--- src/rtl/ovp_link_pkg.sv ---
// rtl/ovp_link_pkg.sv - shared state type and link constants for the OVP aux link master
package ovp_link_pkg;

  localparam int LINK_BITS      = 32;
  localparam int ISTAT_CNT      = 8;
  localparam int STATUS_W       = 24;
  localparam int CREG_RES_BIT   = 31;
  localparam int CREG_BLOCK_BIT = 30;

  typedef enum logic [2:0] {
    ST_IDLE,
    ST_SETUP,
    ST_FRAME,
    ST_LOW,
    ST_HIGH,
    ST_LOAD,
    ST_END
  } link_state_e;

  // Main-register bit loaded during the low phase after falling edge n (n taken mod 32).
  function automatic logic [4:0] tx_bit_idx(input logic [4:0] pulse);
    return 5'(CREG_RES_BIT) - pulse;
  endfunction

endpackage

--- src/rtl/ovp_sync2.sv ---
// rtl/ovp_sync2.sv - two-flop synchroniser for asynchronous link inputs
module ovp_sync2 (
  input  logic clk,
  input  logic rst_n,
  input  logic d,
  output logic q
);

  logic meta_q;
  logic sync_q;

  always_ff @(posedge clk) begin
    if (!rst_n) begin
      meta_q <= 1'b0;
      sync_q <= 1'b0;
    end else begin
      meta_q <= d;
      sync_q <= meta_q;
    end
  end

  assign q = sync_q;

endmodule

--- src/rtl/ovp_ax_link_master.sv ---
// rtl/ovp_ax_link_master.sv - aux-side master for the 4-wire OVP link
// Shifts control words into the main fault-latch block and reads back istat/status samples.
module ovp_ax_link_master
  import ovp_link_pkg::*;
#(
  parameter int HALF_DIV = 8,
  parameter int POLL_DIV = 1000000,
  parameter int PW       = 20
) (
  input  logic                 clk,
  input  logic                 rst_n,
  input  logic                 wr_req,
  input  logic [31:0]          wr_data,
  input  logic                 rd_req,
  input  logic                 poll_en,
  output logic                 busy,
  output logic                 done,
  output logic                 rd_valid,
  output logic [7:0]           rd_istat,
  output logic [23:0]          rd_status,
  output logic                 stat_ok,
  output logic                 stat_glitch,
  input  logic                 ax_res,
  output logic                 abort,
  output logic                 ax_clk,
  output logic                 ax_frame,
  output logic                 ax_write,
  output logic                 ax_data_in,
  input  logic                 ax_data
);

  localparam int HW = (HALF_DIV > 1) ? $clog2(HALF_DIV) : 1;

  link_state_e           state_q, state_d;
  logic [HW-1:0]         hp_q, hp_d;
  logic [5:0]            n_q, n_d;
  logic                  is_wr_q, is_wr_d;
  logic [LINK_BITS-1:0]  creg_q, creg_d;
  logic [LINK_BITS-1:0]  cap_q, cap_d;
  logic [PW-1:0]         poll_q, poll_d;
  logic                  done_q, done_d;
  logic                  abort_q, abort_d;
  logic                  rd_valid_q, rd_valid_d;
  logic [ISTAT_CNT-1:0]  rd_istat_q, rd_istat_d;
  logic [STATUS_W-1:0]   rd_status_q, rd_status_d;
  logic                  stat_ok_q, stat_ok_d;
  logic                  stat_glitch_q, stat_glitch_d;
  logic                  dat_s, res_s, hp_last, poll_wrap, start;

  ovp_sync2 u_sync_data (.clk(clk), .rst_n(rst_n), .d(ax_data), .q(dat_s));
  ovp_sync2 u_sync_res  (.clk(clk), .rst_n(rst_n), .d(ax_res),  .q(res_s));

  assign hp_last   = (hp_q == HW'(HALF_DIV - 1));
  assign poll_wrap = (poll_q == PW'(POLL_DIV - 1));

  always_comb begin
    state_d       = state_q;
    hp_d          = hp_q;
    n_d           = n_q;
    is_wr_d       = is_wr_q;
    creg_d        = creg_q;
    cap_d         = cap_q;
    rd_valid_d    = rd_valid_q;
    rd_istat_d    = rd_istat_q;
    rd_status_d   = rd_status_q;
    stat_ok_d     = stat_ok_q;
    stat_glitch_d = stat_glitch_q;
    done_d        = 1'b0;
    abort_d       = 1'b0;
    start         = 1'b0;
    poll_d        = poll_wrap ? '0 : poll_q + 1'b1;
    if (state_q != ST_IDLE) hp_d = hp_last ? '0 : hp_q + 1'b1;

    unique case (state_q)
      ST_IDLE: begin
        if (!res_s) begin
          if (wr_req) begin
            start   = 1'b1;
            is_wr_d = 1'b1;
            creg_d  = wr_data;
          end else if (rd_req || (poll_en && poll_wrap)) begin
            start   = 1'b1;
            is_wr_d = 1'b0;
          end
        end
      end
      ST_SETUP: if (hp_last) state_d = ST_FRAME;
      ST_FRAME: begin
        if (hp_last) begin
          state_d = ST_LOW;
          n_d     = 6'd1;
          if (!is_wr_q) cap_d[0] = dat_s;
        end
      end
      ST_LOW: if (hp_last) state_d = ST_HIGH;
      ST_HIGH: begin
        if (hp_last) begin
          if (!is_wr_q && n_q < 6'd32) cap_d[n_q[4:0]] = dat_s;
          if (n_q == 6'd32) begin
            state_d = is_wr_q ? ST_LOAD : ST_END;
          end else begin
            state_d = ST_LOW;
            n_d     = n_q + 6'd1;
          end
        end
      end
      ST_LOAD: if (hp_last) state_d = ST_END;
      ST_END: begin
        if (hp_last && !res_s) begin
          state_d = ST_IDLE;
          done_d  = 1'b1;
          if (!is_wr_q) begin
            rd_valid_d    = 1'b1;
            rd_istat_d    = cap_q[ISTAT_CNT-1:0];
            stat_ok_d     = (cap_q[ISTAT_CNT-1:0] == '1);
            stat_glitch_d = (cap_q[ISTAT_CNT-1:0] != '0) && (cap_q[ISTAT_CNT-1:0] != '1);
            // Count k lands in status bit 31-k, so the captured word is bit-reversed.
            for (int j = 0; j < STATUS_W; j++) rd_status_d[j] = cap_q[LINK_BITS-1-j];
          end
        end
      end
      default: state_d = ST_IDLE;
    endcase

    if (start) begin
      state_d = ST_SETUP;
      hp_d    = '0;
      poll_d  = '0;
    end
    if (state_q != ST_IDLE && res_s) begin
      state_d = ST_IDLE;
      hp_d    = '0;
      abort_d = 1'b1;
    end
  end

  always_ff @(posedge clk) begin
    if (!rst_n) begin
      state_q       <= ST_IDLE;
      hp_q          <= '0;
      n_q           <= '0;
      is_wr_q       <= 1'b0;
      creg_q        <= '0;
      cap_q         <= '0;
      poll_q        <= '0;
      done_q        <= 1'b0;
      abort_q       <= 1'b0;
      rd_valid_q    <= 1'b0;
      rd_istat_q    <= '0;
      rd_status_q   <= '0;
      stat_ok_q     <= 1'b0;
      stat_glitch_q <= 1'b0;
    end else begin
      state_q       <= state_d;
      hp_q          <= hp_d;
      n_q           <= n_d;
      is_wr_q       <= is_wr_d;
      creg_q        <= creg_d;
      cap_q         <= cap_d;
      poll_q        <= poll_d;
      done_q        <= done_d;
      abort_q       <= abort_d;
      rd_valid_q    <= rd_valid_d;
      rd_istat_q    <= rd_istat_d;
      rd_status_q   <= rd_status_d;
      stat_ok_q     <= stat_ok_d;
      stat_glitch_q <= stat_glitch_d;
    end
  end

  assign busy        = (state_q != ST_IDLE);
  assign done        = done_q;
  assign abort       = abort_q;
  assign rd_valid    = rd_valid_q;
  assign rd_istat    = rd_istat_q;
  assign rd_status   = rd_status_q;
  assign stat_ok     = stat_ok_q;
  assign stat_glitch = stat_glitch_q;
  assign ax_clk      = (state_q != ST_LOW);
  assign ax_frame    = (state_q inside {ST_FRAME, ST_LOW, ST_HIGH, ST_LOAD});
  assign ax_write    = is_wr_q && (state_q inside {ST_SETUP, ST_FRAME, ST_LOW, ST_HIGH});

  // High phase already presents the bit for the next pulse.
  always_comb begin
    ax_data_in = 1'b0;
    if (is_wr_q) begin
      unique case (state_q)
        ST_FRAME: ax_data_in = creg_q[CREG_BLOCK_BIT];
        ST_LOW:   ax_data_in = creg_q[tx_bit_idx(n_q[4:0])];
        ST_HIGH:  ax_data_in = creg_q[tx_bit_idx(n_q[4:0] + 5'd1)];
        default:  ax_data_in = 1'b0;
      endcase
    end
  end

endmodule

--- config.mk ---
export PLATFORM = sky130hd
export DESIGN_NAME = ovp_ax_link_master
export DESIGN_NICKNAME = d
export VERILOG_FILES = /design/src/rtl/ovp_link_pkg.sv /design/src/rtl/ovp_sync2.sv /design/src/rtl/ovp_ax_link_master.sv
export SDC_FILE = /design/constraint.sdc
export NUM_CORES = 1
export LEC_CHECK = 0
export ABC_AREA = 0
export BUFFER_PORTS_ARGS = -buffer_cell sky130_fd_sc_hd__buf_2
export CORE_ASPECT_RATIO = 0.6
export CORE_MARGIN = 2
export CORE_UTILIZATION = 45
export CTS_BUF_LIST = sky130_fd_sc_hd__clkbuf_4
export CTS_CLUSTER_DIAMETER = 80
export CTS_CLUSTER_SIZE = 24
export DETAILED_ROUTE_END_ITERATION = 16
export GPL_TIMING_DRIVEN = 0
export PLACE_DENSITY = 0.62
export SYNTH_ARGS = -nofsm -noshare
export SYNTH_HDL_FRONTEND = slang
export SYNTH_SLANG_ARGS = --single-unit
--- constraint.sdc ---
create_clock -name clk -period 6.1 [get_ports clk]
set_input_delay 0 -clock clk [delete_from_list [all_inputs] [get_ports clk]]
set_output_delay 0 -clock clk [all_outputs]
set_load 0.01 [all_outputs]
# [Word level (Yosys, flattened, before mapping)]
# Cells that the tools add are included.
[op_classes] addsub=6 n_lt_le_gt_ge=5 n_eq_ne=28 muxes=37 bitwise=4 reduce_logical=29
[ops] cell="32-bit bitwise mux" count=1
[ops] cell="3-bit two-way mux" count=8
[ops] cell="3-bit case mux with 7 select lines" count=1
[ops] cell="20-bit by 1-bit adder with 20-bit output (second input constant)" count=1
[ops] cell="20-bit equality test (second input constant)" count=1
[ops] cell="2-bit inequality test (second input constant)" count=10
[ops] cell="5-bit by 6-bit less-than comparator with 1-bit output (second input constant)" count=3
[ops] cell="6-bit two-way mux" count=3
[ops] cell="3-bit inequality test (second input constant)" count=6
[ops] cell="1-bit two-way mux" count=17
[ops] cell="7-bit AND reduction" count=2
[ops] cell="3-bit equality test (second input constant)" count=4
[ops] cell="6-bit case mux with 2 select lines" count=1
[ops] cell="3-bit AND reduction" count=4
[ops] cell="1-bit binary-select mux with 5-bit select" count=2
[ops] cell="5-bit subtractor (first input constant)" count=2
[ops] cell="8-bit equality test (second input constant)" count=1
[ops] cell="8-bit inequality test (second input constant)" count=1
[ops] cell="4-bit nonzero test" count=2
[ops] cell="8-bit nonzero test" count=1
[ops] cell="1-bit logical AND" count=7
[ops] cell="6-bit by 1-bit adder with 6-bit output (second input constant)" count=1
[ops] cell="3-bit by 2-bit equality test with 1-bit output (second input constant)" count=2
[ops] cell="6-bit equality test (second input constant)" count=1
[ops] cell="other kinds (21)" count=27
[totals] ff_bits=138 in_bits=39 output_inout_bits=42 wordCells=129

# [Depth between registers and ports, before layout]
# Gate-level depths: netlist of run 1.
[depth] depth_word=9 mapped_depth=11

# [Modules after synthesis]
# Synthesis of run 1 repeated with hierarchy kept, for this count alone.
[unflattened] hier_cells=778 area_unflattened_um2=6281.0
[modules_own_cells] mod="ovp_ax_link_master" n_inst=1 cells_each=770 area_per_inst_um2=6175.9
[modules_own_cells] mod="ovp_sync2" n_inst=2 cells_each=4 area_per_inst_um2=52.6

# [Least setup slack after synthesis of run 1]
# Ideal clock, no wire load.
[synth_path] path_type="flip-flop to output port" start="reg n_q[0]" end="out ax_data_in" arrival_time_ns=2.601 required_ns=6.100 path_slack_ns=3.499 stages_incl_launch_ff=11 n_path_buf=4 path_cell_list="dfxtp_1 > buf_6 > buf_4 > buf_2 > inv_1 > ha_1 > buf_1 > mux4_2 > mux4_2 > mux2i_1 > o21ai_1"
[synth_between] elab_chain_cells=6 elab_cells_between_ends=9 classes_between="add/sub: 3; mux: 6"
[synth_rtl] item="from (decl)" line_no="ovp_ax_link_master.sv:36" text="logic [5:0] n_q, n_d;"
[synth_rtl] item="from (signal assigned)" line_no="ovp_ax_link_master.sv:156" text="n_q <= n_d;"
[synth_rtl] item="5-bit by 1-bit adder with 5-bit output" line_no="ovp_ax_link_master.sv:190" text="ST_HIGH: ax_data_in = creg_q[tx_bit_idx(n_q[4:0] + 5'd1)];"
[synth_rtl] item="5-bit subtractor" line_no="ovp_link_pkg.sv:22" text="return 5'(CREG_RES_BIT) - pulse;"
[synth_rtl] item="1-bit binary-select mux with 5-bit select" line_no="ovp_ax_link_master.sv:190"
[synth_rtl] item="1-bit two-way mux (implied by the code)" line_no="ovp_ax_link_master.sv:190"
[synth_rtl] item="1-bit case mux with 3 select lines *" line_no="ovp_ax_link_master.sv:187" text="unique case (state_q)"
[synth_rtl] item="1-bit two-way mux *" line_no="ovp_ax_link_master.sv:186" text="if (is_wr_q) begin"
[synth_rtl] item="to (decl)" line_no="ovp_ax_link_master.sv:28" text="output logic ax_data_in,"
# Mark *: on every way between the ends. The rest lies on a longest branch, timed or not. The select of a mux whose other input is x is not followed.

# [Worst setup path after layout of run 1]
# Same ends and word-level chain as after synthesis.

==> metrics.txt, run 1 <==
Std-Cell Core Area=13600 um2; placement-stage cell area=6860 um2; total internal power=1.39 mW; wire length of the first global-routing pass=27300 um; Psw=428 uW; initial detailed-routing violation count=441; Hold-fix buffers, CTS=43; area of all placed cells without fillers=7640 um2; Die Area=14900 um2; Num Clock Sinks=138; leakage power summed over all cells=2.90 nW; final-stage net count=955; number of setup buffers added after CTS=0; CP Max Fanout=10; classification of the worst setup path=reg2out; setup repair after global routing missed its margin=false; number of filler instances in the final layout=1268; DR WL/cell=15.2 um; number of iterations in the first detailed-routing pass=7; number of flops mapped to enable cells by yosys=0; cell depth of the worst flop-to-flop path=9; Ports=81; Hold Path Depth=4; number of maximum-capacitance constraint violations=0; min Tclk post-route=3.71 ns; maximum ir drop on the vdd rail=0.116 mV; net count after synthesis=814; setup violators final=0; effective utilization at floorplan=45.9%; via count=5766; Mapped Avg Cell Area=8.14 um2; Worst Tran Pin Value=0.886 ns; Synthesis Warnings=0; number of antenna violations at the first check in global routing=0; quantity of I/O buffers inserted on ports=79; row count=33; clock tree from TritonCTS=done; later-pin clock latency in the skew report=0.53 ns; capture instance of the worst register-to-register path=state_q[0]$_SDFFE_PP0P_; busiest layer in global routing=met1; clk slew on worst S/H paths=0.13 ns; critical path capture point type=output pin; count of distinct cell types in the synthesized netlist=57; fraction of met2 tracks used by global routing=34.2%; skew final=0.0206 ns; switching fraction of total power=23.5%; antenna fix cells=0; number of buffers inserted during clock tree synthesis=17; vias in the first global route=5398; result of the run=complete, no violations; register bit count reported by yosys=138; total length of routed wires=16700 um; slack of the critical path=2.39 ns; global router's overall resource usage=23.6%; worst path required time=6.10 ns; total gr overflow=0; drt drc=0; clock tree root buffer cell=clkbuf_4; proportion of synthesized flip-flops having asynchronous set or reset=0%; leading cell type in the layout, fill and taps excluded=nand2_1; max-slew violation count=0; fraction of the core area covered by cells at the end of the flow=56.3%; Vert. Die Dim=95.2 um; die width=156 um; remaining number of nets flagged by the antenna check after routing=0; met3 layer usage reported by global route=4.86%; vias per std cell=5.27; worst-case register-to-register setup slack=3.22 ns; worst setup timing slack at the placement stage=2.86 ns; end point of the most critical hold path=creg_q[15]$_SDFFE_PN0P_; share of layout cells above drive strength 1=17.4%; final-report hold violation count=0; HPWL after detailed placement=12100 um; final estimated routing congestion in global placement=0.900; most used cells in the layout excluding fill and tap cells=213 x nand2_1, 138 x dfxtp_1, 108 x a21oi_1; hold crit path type=in2reg; max-slew headroom at the worst pin=40.4%; post-synthesis cell area=6240 um2; startpoint of the lowest-slack hold path=wr_data[15]; CTS-repair resized insts=0; number of H-tree levels=4; predominant post-synthesis flop cell=dfxtp_1; sequential fraction of the synthesis area=44.3%; worst path arrival time=3.71 ns; worst reg2reg startpoint=poll_q[0]$_SDFF_PP0_; layout overhead on the synthesized area=22.5%; combinational fraction of design power=7.2%; CTS Buffer Depth=2; count of mapped cells out of synthesis=767; Peak Freq=269 MHz; share of the clock period used by the worst path after layout=60.8%; number of standard cells in the layout, taps in and fillers out=1095; Total Neg Setup Slack=0 ns; element type at the critical path start=flip-flop; maximum number of pins on one net before global-route repair=17; Placed Cells=1021; fraction of power consumed by sequential logic=51.4%; clock network fraction of design power=41.4%; power per cell area=238 nW/um2; routing usage on met1=35.6%
## through the flow
step | power (mW) | hold slack, ns
2_1_floorplan | 1.02 | 0.127
3_3_place_gp | 1.06 | 0.214
3_5_place_dp | 1.06 | 0.235
4_1_cts | 1.82 | 0.214
5_1_grt | 1.89 | 0.194
6_report | 1.82 | 0.240
## worst max path at each step
stage | slack, ns | depth (start not counted) | from | end
6_report | 2.39 | 11 | n_q[0]$_SDFFE_PN0P_ | ax_data_in
5_1_grt | 2.09 | 11 | n_q[0]$_SDFFE_PN0P_ | ax_data_in
4_1_cts | 2.29 | 11 | n_q[0]$_SDFFE_PN0P_ | ax_data_in
3_5_place_dp | 2.86 | 11 | n_q[0]$_SDFFE_PN0P_ | ax_data_in
3_3_place_gp | 2.88 | 11 | n_q[0]$_SDFFE_PN0P_ | ax_data_in
2_1_floorplan | 3.50 | 10 | n_q[0]$_SDFFE_PN0P_ | ax_data_in
## worst max-delay path, cell delays in order, from the launching register on
cell	delay, ns
dfxtp_1	0.42
buf_6	0.18
buf_4	0.22
buf_2	0.31
inv_1	0.10
ha_1	0.29
buf_1	0.41
mux4_1	0.40
mux4_2	0.48
mux2i_1	0.15
o21ai_1	0.09
buf_2	0.15
## registers in the layout (all words and copies together) (netlist names), 3 cells and up
| name | count |
|---|---|
| cap_q | 32 |
| creg_q | 32 |
| rd_status | 24 |
| poll_q | 20 |
| rd_istat | 8 |
| n_q | 6 |
| hp_q | 3 |
| state_q | 3 |
## metal layers
layer / vias up / wire length (um)
met5: - / 0
met4: 0 / 139
met3: 14 / 1050
met2: 190 / 6760
met1: 2681 / 8750
li1: 2881 / -
## synthesized netlist by cell type (all sizes together), types with 6 or more instances
cell type    n  area [um2]
a21oi      109         549
and2        10        62.6
and3         6        37.5
buf         24         158
clkbuf      30         115
dfxtp      138        2760
ha           8         100
inv          9        33.8
mux2         6        67.6
mux2i       10         100
mux4        12         285
nand2      213         800
nand3       47         248
nand4        6        37.5
nor2        46         173
nor3         8        56.3
nor4         8        68.8
o21ai       14        70.1
xnor2        7        61.3
xor2        18         158
## kinds of logic (layout without fill, tap and decap cells)
logic type               after synthesis  in the layout  share of synthesized area [%]
multiplexers                          28             28                           7.26
adder cells (fa/ha/maj)                8              8                           1.60
flip-flops                           138            138                           44.3
buffers and inverters                 63            216                           4.91
AND/OR/NAND/NOR                      371            371                           27.1
XOR/XNOR                              25             25                           3.51
AO/OA/AOI/OAI                        134            134                           11.3
## final cells by class
type                            instances  area, um2  area share, %
Tap cell                              175        219           2.86
Buffer                                 54        273           3.57
Inverter                                9       33.8          0.442
Multi-Input combinational cell        566       3170           41.5
Clock inverter                         13        224           2.93
Sequential cell                       138       2760           36.1
Clock buffer                           18        135           1.77
Timing Repair Buffer                  122        826           10.8
## power by group through the flow
stage	sequential, mW	combinational [mW]	clock, mW
floorplan	0.948	0.0718	0
global placement	0.953	0.104	0
detailed placement	0.954	0.107	0
CTS	0.934	0.129	0.762
global route	0.936	0.145	0.804
finish	0.934	0.131	0.752
Note: power is estimated with default switching activity, not from simulation.
==> run 2, diff against run 1 <==
--- a/config.mk
+++ b/config.mk
@@ -15,7 +15,7 @@
 export CTS_CLUSTER_SIZE = 24
 export DETAILED_ROUTE_END_ITERATION = 16
 export GPL_TIMING_DRIVEN = 0
-export PLACE_DENSITY = 0.62
+export PLACE_DENSITY = 0.64
 export SYNTH_ARGS = -nofsm -noshare
 export SYNTH_HDL_FRONTEND = slang
 export SYNTH_SLANG_ARGS = --single-unit
==> constraint.sdc (replaced) <==
create_clock -name clk -period 3.3 [get_ports clk]
set_input_delay 0 -clock clk [delete_from_list [all_inputs] [get_ports clk]]
set_output_delay 0 -clock clk [all_outputs]
set_load 0.01 [all_outputs]
==> run 2 against run 1 <==
  * Setup slack worse by 2.1 ns
  * Sequential share of layout area up 0.052 points
  * Sequential power up 85%
  * Core utilization down 0.055 points
  * Hold slack better by 0.0065 ns
  * Clock skew down 0.0068 ns
  * Global-route usage up 0.42 points
  * Via count up 1.2%
  * Critical path type unchanged
  * Clock-buffer cell count unchanged
  * Sequential cell count unchanged
  * Non-clock buffer count down 1
  * Highest routed layer unchanged
  * Final cell count down 0.18%
==> metrics.txt, run 2 (synthesis gave the netlist of run 1 again) <==
later-pin clock latency in the skew report=0.52 ns (was 0.53 ns); number of buffers inserted during clock tree synthesis=17 (unchanged); clock tree from TritonCTS=done (unchanged); clk slew on worst S/H paths=0.12 ns (was 0.13 ns); fraction of met2 tracks used by global routing=36.9% (was 34.2%); end point of the most critical hold path=creg_q[2]$_SDFFE_PN0P_ (was creg_q[15]$_SDFFE_PN0P_); Worst Tran Pin Value=0.793 ns (was 0.886 ns); max-slew violation count=0 (unchanged); global router's overall resource usage=24.0% (was 23.6%); startpoint of the lowest-slack hold path=wr_data[2] (was wr_data[15]); vias per std cell=5.34 (was 5.27); cell depth of the worst flop-to-flop path=9 (unchanged); number of setup buffers added after CTS=0 (unchanged); skew final=0.0138 ns (was 0.0206 ns); worst path required time=3.30 ns (was 6.10 ns); clock tree root buffer cell=clkbuf_4 (unchanged); number of iterations in the first detailed-routing pass=7 (unchanged); remaining number of nets flagged by the antenna check after routing=0 (unchanged); Ports=81 (unchanged); antenna fix cells=0 (unchanged); leakage power summed over all cells=2.88 nW (was 2.90 nW); hold crit path type=in2reg (unchanged); Storage cell area=2760 um2 (about the same); total gr overflow=0 (unchanged); layout overhead on the synthesized area=22.4% (was 22.5%); fraction of the core area covered by cells at the end of the flow=56.2% (was 56.3%); total length of routed wires=17000 um (was 16700 um); routing usage on met1=34.1% (was 35.6%); number of filler instances in the final layout=1290 (was 1268); total power after layout=3.28 mW (was 1.82 mW); busiest layer in global routing=met2 (was met1); worst-case register-to-register setup slack=0.39 ns (was 3.22 ns); worst path arrival time=3.06 ns (was 3.71 ns); slack of the critical path=0.242 ns (was 2.39 ns); result of the run=complete, no violations (unchanged); setup violators final=0 (unchanged); Hold Path Depth=4 (unchanged); drt drc=0 (unchanged); effective utilization at floorplan=45.9% (unchanged); max-slew headroom at the worst pin=46.7% (was 40.4%); Num Clock Sinks=138 (unchanged); most used cells in the layout excluding fill and tap cells=213 x nand2_1, 137 x dfxtp_1, 108 x a21oi_1 (was 213 x nand2_1, 138 x dfxtp_1, 108 x a21oi_1); final estimated routing congestion in global placement=0.902 (was 0.900); footprint of the multi-input gates=3180 um2 (was 3170 um2); Die Area=14900 um2 (unchanged); wire length of the first global-routing pass=27700 um (was 27300 um); share of the clock period used by the worst path after layout=92.7%; vias in the first global route=5572 (was 5398); Vert. Die Dim=95.2 um (unchanged); number of H-tree levels=4 (unchanged); CTS Buffer Depth=2 (unchanged); classification of the worst setup path=reg2out (unchanged); Peak Freq=327 MHz; via count=5837 (was 5766); Total Neg Setup Slack=0 ns (unchanged); final-stage net count=954 (was 955); power per cell area=429 nW/um2 (was 238 nW/um2); leading cell type in the layout, fill and taps excluded=nand2_1 (unchanged); final-report hold violation count=0 (unchanged); critical path capture point type=output pin (unchanged); min Tclk post-route=3.06 ns; DR WL/cell=15.6 um (was 15.2 um); HPWL after detailed placement=12400 um (was 12100 um); CP Max Fanout=9 (was 10); die width=156 um (unchanged); quantity of I/O buffers inserted on ports=79 (unchanged); setup repair after global routing missed its margin=false (unchanged); Std-Cell Core Area=13600 um2 (unchanged); met3 layer usage reported by global route=6.18% (was 4.86%); number of antenna violations at the first check in global routing=0 (unchanged); initial detailed-routing violation count=387 (was 441); share of layout cells above drive strength 1=17.5% (was 17.4%); maximum number of pins on one net before global-route repair=17 (unchanged); element type at the critical path start=flip-flop (unchanged); maximum ir drop on the vdd rail=0.206 mV (was 0.116 mV); row count=33 (unchanged); number of maximum-capacitance constraint violations=0 (unchanged); capture instance of the worst register-to-register path=state_q[0]$_SDFFE_PP0P_ (unchanged); worst reg2reg startpoint=poll_q[0]$_SDFF_PP0_ (unchanged); worst setup timing slack at the placement stage=0.0258 ns (was 2.86 ns)
## run 2: how the worst max path moves through the flow
stage,to,cells after the start,slack [ns],startpoint
2_1_floorplan,ax_data_in,10,0.70,n_q[0]$_SDFFE_PN0P_
6_report,ax_data_in,8,0.24,n_q[1]$_SDFFE_PN0P_
4_1_cts,ax_data_in,10,0.005,n_q[0]$_SDFFE_PN0P_
5_1_grt,ax_data_in,9,0.05,n_q[0]$_SDFFE_PN0P_
3_3_place_gp,ax_data_in,11,0.05,n_q[0]$_SDFFE_PN0P_
3_5_place_dp,ax_data_in,11,0.03,n_q[0]$_SDFFE_PN0P_
## run 2: layer usage
layer  part of all wire [%]  wire (um)
met1                     51       8690
met2                     41       7010
met3                    7.0       1190
met4                   0.81        138
met5                      0          0
## run 2: critical path: stages, from the launching register on
cell and delay [ns]:
dfxtp_1 0.40, buf_2 0.27, inv_1 0.21, ha_4 0.40
mux4_2 0.32, mux4_2 0.47, mux2i_1 0.20, o21ai_1 0.10
buf_2 0.15
## run 2: area by class of cell
cell class,instances,area share [%]
clock buffers,18,1.77
well taps,175,2.87
multi-input cells,566,41.7
inverters,9,0.442
clock inverters,12,2.59
repair buffers,123,10.9
flip-flops and latches,138,36.2
plain buffers,52,3.51
## run 2: what timing repair did
item                                    CTS  global route
gates resized for setup                   4             1
endpoints found under the setup margin    1             1
endpoints found under the hold margin    52             0
hold buffers                             44             0
cloned                                    0             0
## run 2: stage by stage
step                area [um2]  std cells  hold WS, ns
floorplan                 6240        767        0.127
global placement          6860       1021        0.228
detailed placement        6860       1021        0.231
CTS                       7640       1094        0.205
global route              7640       1093        0.210
finish                    7640       1093        0.246
## run 2: where the power goes
group | switching, mW | leakage [nW] | internal, mW | total [mW]
Sequential | 0.0289 | 1.12 | 1.70 | 1.73
Combinational | 0.129 | 1.59 | 0.115 | 0.245
Clock | 0.626 | 0.176 | 0.679 | 1.30
Total | 0.784 | 2.88 | 2.49 | 3.28
==> run 3, diff against run 2 <==
--- a/config.mk
+++ b/config.mk
@@ -15,7 +15,7 @@
 export CTS_CLUSTER_SIZE = 24
 export DETAILED_ROUTE_END_ITERATION = 16
 export GPL_TIMING_DRIVEN = 0
-export PLACE_DENSITY = 0.64
+export PLACE_DENSITY = 0.78
 export SYNTH_ARGS = -nofsm -noshare
 export SYNTH_HDL_FRONTEND = slang
 export SYNTH_SLANG_ARGS = --single-unit
==> run 3 against run 2 <==
  * Setup slack worse by 0.10 ns
  * Global-route usage down 0.67 points
  * Routed wire length down 3.3%
  * First-iteration DRC count up 76%
  * Clock skew up 0.0049 ns
  * Total power down 11%
  * Final cell count up 0.18%
  * Sequential share of layout area up 0.46 points
  * Largest cell class unchanged
  * Register-to-register slack better by 0.06 ns
  * Clock power down 27%
==> metrics.txt, run 3 (synthesis gave the netlist of run 1 again) <==
number of H-tree levels=4 (unchanged); Worst Tran Pin Value=0.889 ns (was 0.793 ns); hold crit path type=in2reg (unchanged); leakage power summed over all cells=2.83 nW (was 2.88 nW); number of maximum-capacitance constraint violations=0 (unchanged); clock tree root buffer cell=clkbuf_4 (unchanged); Ports=81 (unchanged); number of iterations in the first detailed-routing pass=7 (unchanged); power per cell area=388 nW/um2 (was 429 nW/um2); die width=156 um (unchanged); number of standard cells in the layout, taps in and fillers out=1095 (was 1093); cell depth of the worst flop-to-flop path=9 (unchanged); placement-stage cell area=6860 um2 (unchanged); min Tclk post-route=3.16 ns (was 3.06 ns); initial detailed-routing violation count=682 (was 387); Die Area=14900 um2 (unchanged); via count=5827 (was 5837); Vert. Die Dim=95.2 um (unchanged); skew final=0.0187 ns (was 0.0138 ns); area of all placed cells without fillers=7540 um2 (was 7640 um2); final-report hold violation count=0 (unchanged); remaining number of nets flagged by the antenna check after routing=0 (unchanged); max-slew headroom at the worst pin=40.2% (was 46.7%); classification of the worst setup path=reg2out (unchanged); quantity of I/O buffers inserted on ports=79 (unchanged); drt drc=0 (unchanged); number of antenna violations at the first check in global routing=0 (unchanged); number of buffers inserted during clock tree synthesis=17 (unchanged); Total Neg Setup Slack=0 ns (unchanged); Placed Cells=1021 (unchanged); Num Clock Sinks=138 (unchanged); share of layout cells above drive strength 1=18.0% (was 17.5%); worst path arrival time=3.16 ns (was 3.06 ns); clock tree from TritonCTS=done (unchanged); DR WL/cell=15.0 um (was 15.6 um); maximum number of pins on one net before global-route repair=17 (unchanged); later-pin clock latency in the skew report=0.56 ns (was 0.52 ns); CTS Buffer Depth=2 (unchanged); number of setup buffers added after CTS=0 (unchanged); final-stage net count=954 (unchanged); Peak Freq=316 MHz (was 327 MHz); setup repair after global routing missed its margin=false (unchanged); clk slew on worst S/H paths=0.13 ns (was 0.12 ns); wire length of the first global-routing pass=27100 um (was 27700 um); vias per std cell=5.32 (was 5.34); maximum ir drop on the vdd rail=0.211 mV (was 0.206 mV); antenna fix cells=0 (unchanged); element type at the critical path start=flip-flop (unchanged); total length of routed wires=16500 um (was 17000 um); share of the clock period used by the worst path after layout=95.8% (was 92.7%); setup violators final=0 (unchanged); HPWL after detailed placement=11700 um (was 12400 um); worst path required time=3.30 ns (about the same); number of filler instances in the final layout=1228 (was 1290); global router's overall resource usage=23.4% (was 24.0%); CP Max Fanout=10 (was 9); critical path capture point type=output pin (unchanged); total gr overflow=0 (unchanged); Std-Cell Core Area=13600 um2 (unchanged); total power after layout=2.92 mW (was 3.28 mW); most used cells in the layout excluding fill and tap cells=213 x nand2_1, 137 x dfxtp_1, 108 x a21oi_1 (unchanged); leading cell type in the layout, fill and taps excluded=nand2_1 (unchanged); layout overhead on the synthesized area=20.8% (was 22.4%); row count=33 (unchanged); Hold Path Depth=4 (unchanged); final estimated routing congestion in global placement=0.896 (was 0.902); result of the run=complete, no violations (unchanged); max-slew violation count=0 (unchanged); effective utilization at floorplan=45.9% (unchanged); vias in the first global route=5377 (was 5572)
==> run 3: cell types whose count changed in the layout (fill, tap and decap cells not counted), sizes merged <==
cell         previous run  this run
bufinv                  5         0
clkinv                  4        11
inv                    11        10
dlygate4sd3            44        43
buf                   101       102
clkinvlp                1         2
==> run 3: metal layers <==
layer	vias to the layer above	track usage, %	share of wire [%]
li1	2883	-	-
met1	2687	34.8	49
met2	238	33.3	40
met3	19	6.23	9.3
met4	0	6.04	0.92
met5	-	0	0
==> run 3: final timing paths <==
check,to,from,slack [ns]
max,ax_data_in,n_q[0]$_SDFFE_PN0P_,0.14
min,creg_q[19]$_SDFFE_PN0P_,wr_data[19],0.23
max reg2reg,state_q[0]$_SDFFE_PP0P_,poll_q[0]$_SDFF_PP0_,0.45
min reg2reg,u_sync_data.q$_SDFF_PN0_,u_sync_data.meta_q$_SDFF_PN0_,0.45
==> run 3: final cells by class <==
type / instances / area, um2 / share of cell area, %
Tap cell: 175 / 219 / 2.90
Multi-Input combinational cell: 566 / 3180 / 42.2
Inverter: 9 / 33.8 / 0.448
Buffer: 53 / 283 / 3.75
Clock inverter: 14 / 101 / 1.34
Sequential cell: 138 / 2760 / 36.6
Clock buffer: 18 / 135 / 1.79
Timing Repair Buffer: 122 / 826 / 10.9
==> run 3: critical path: stages, from the launching register on <==
cell and delay [ns]:
dfxtp_2 0.39, buf_6 0.18, buf_8 0.17, buf_6 0.17, inv_1 0.10, ha_4 0.35
mux4_2 0.34, mux4_2 0.48, mux2i_1 0.17, o21ai_1 0.10, buf_2 0.15
==> run 3: report_power, final <==
part           internal (mW)  leakage, nW  switching (mW)
Clock                  0.306        0.132           0.643
Combinational          0.114         1.58           0.132
Sequential              1.70         1.12          0.0295
==> run 3: timing repair <==
| action | CTS | global route |
|---|---|---|
| hold endpoints to repair | 53 | 0 |
| hold buffers | 43 | 0 |
| endpoints found under the setup margin | 1 | 1 |
| gates resized for setup | 5 | 3 |
==> run 3: metrics by stage <==
step / hold slack [ns] / utilization, % / setup WS, ns
3_5_place_dp: 0.235 / 50.5 / 0.0531
3_3_place_gp: 0.232 / 50.5 / 0.131
6_report: 0.231 / 55.5 / 0.139
5_1_grt: 0.215 / 55.5 / 0.00145
4_1_cts: 0.202 / 55.5 / 0.0473
2_1_floorplan: 0.127 / - / 0.699
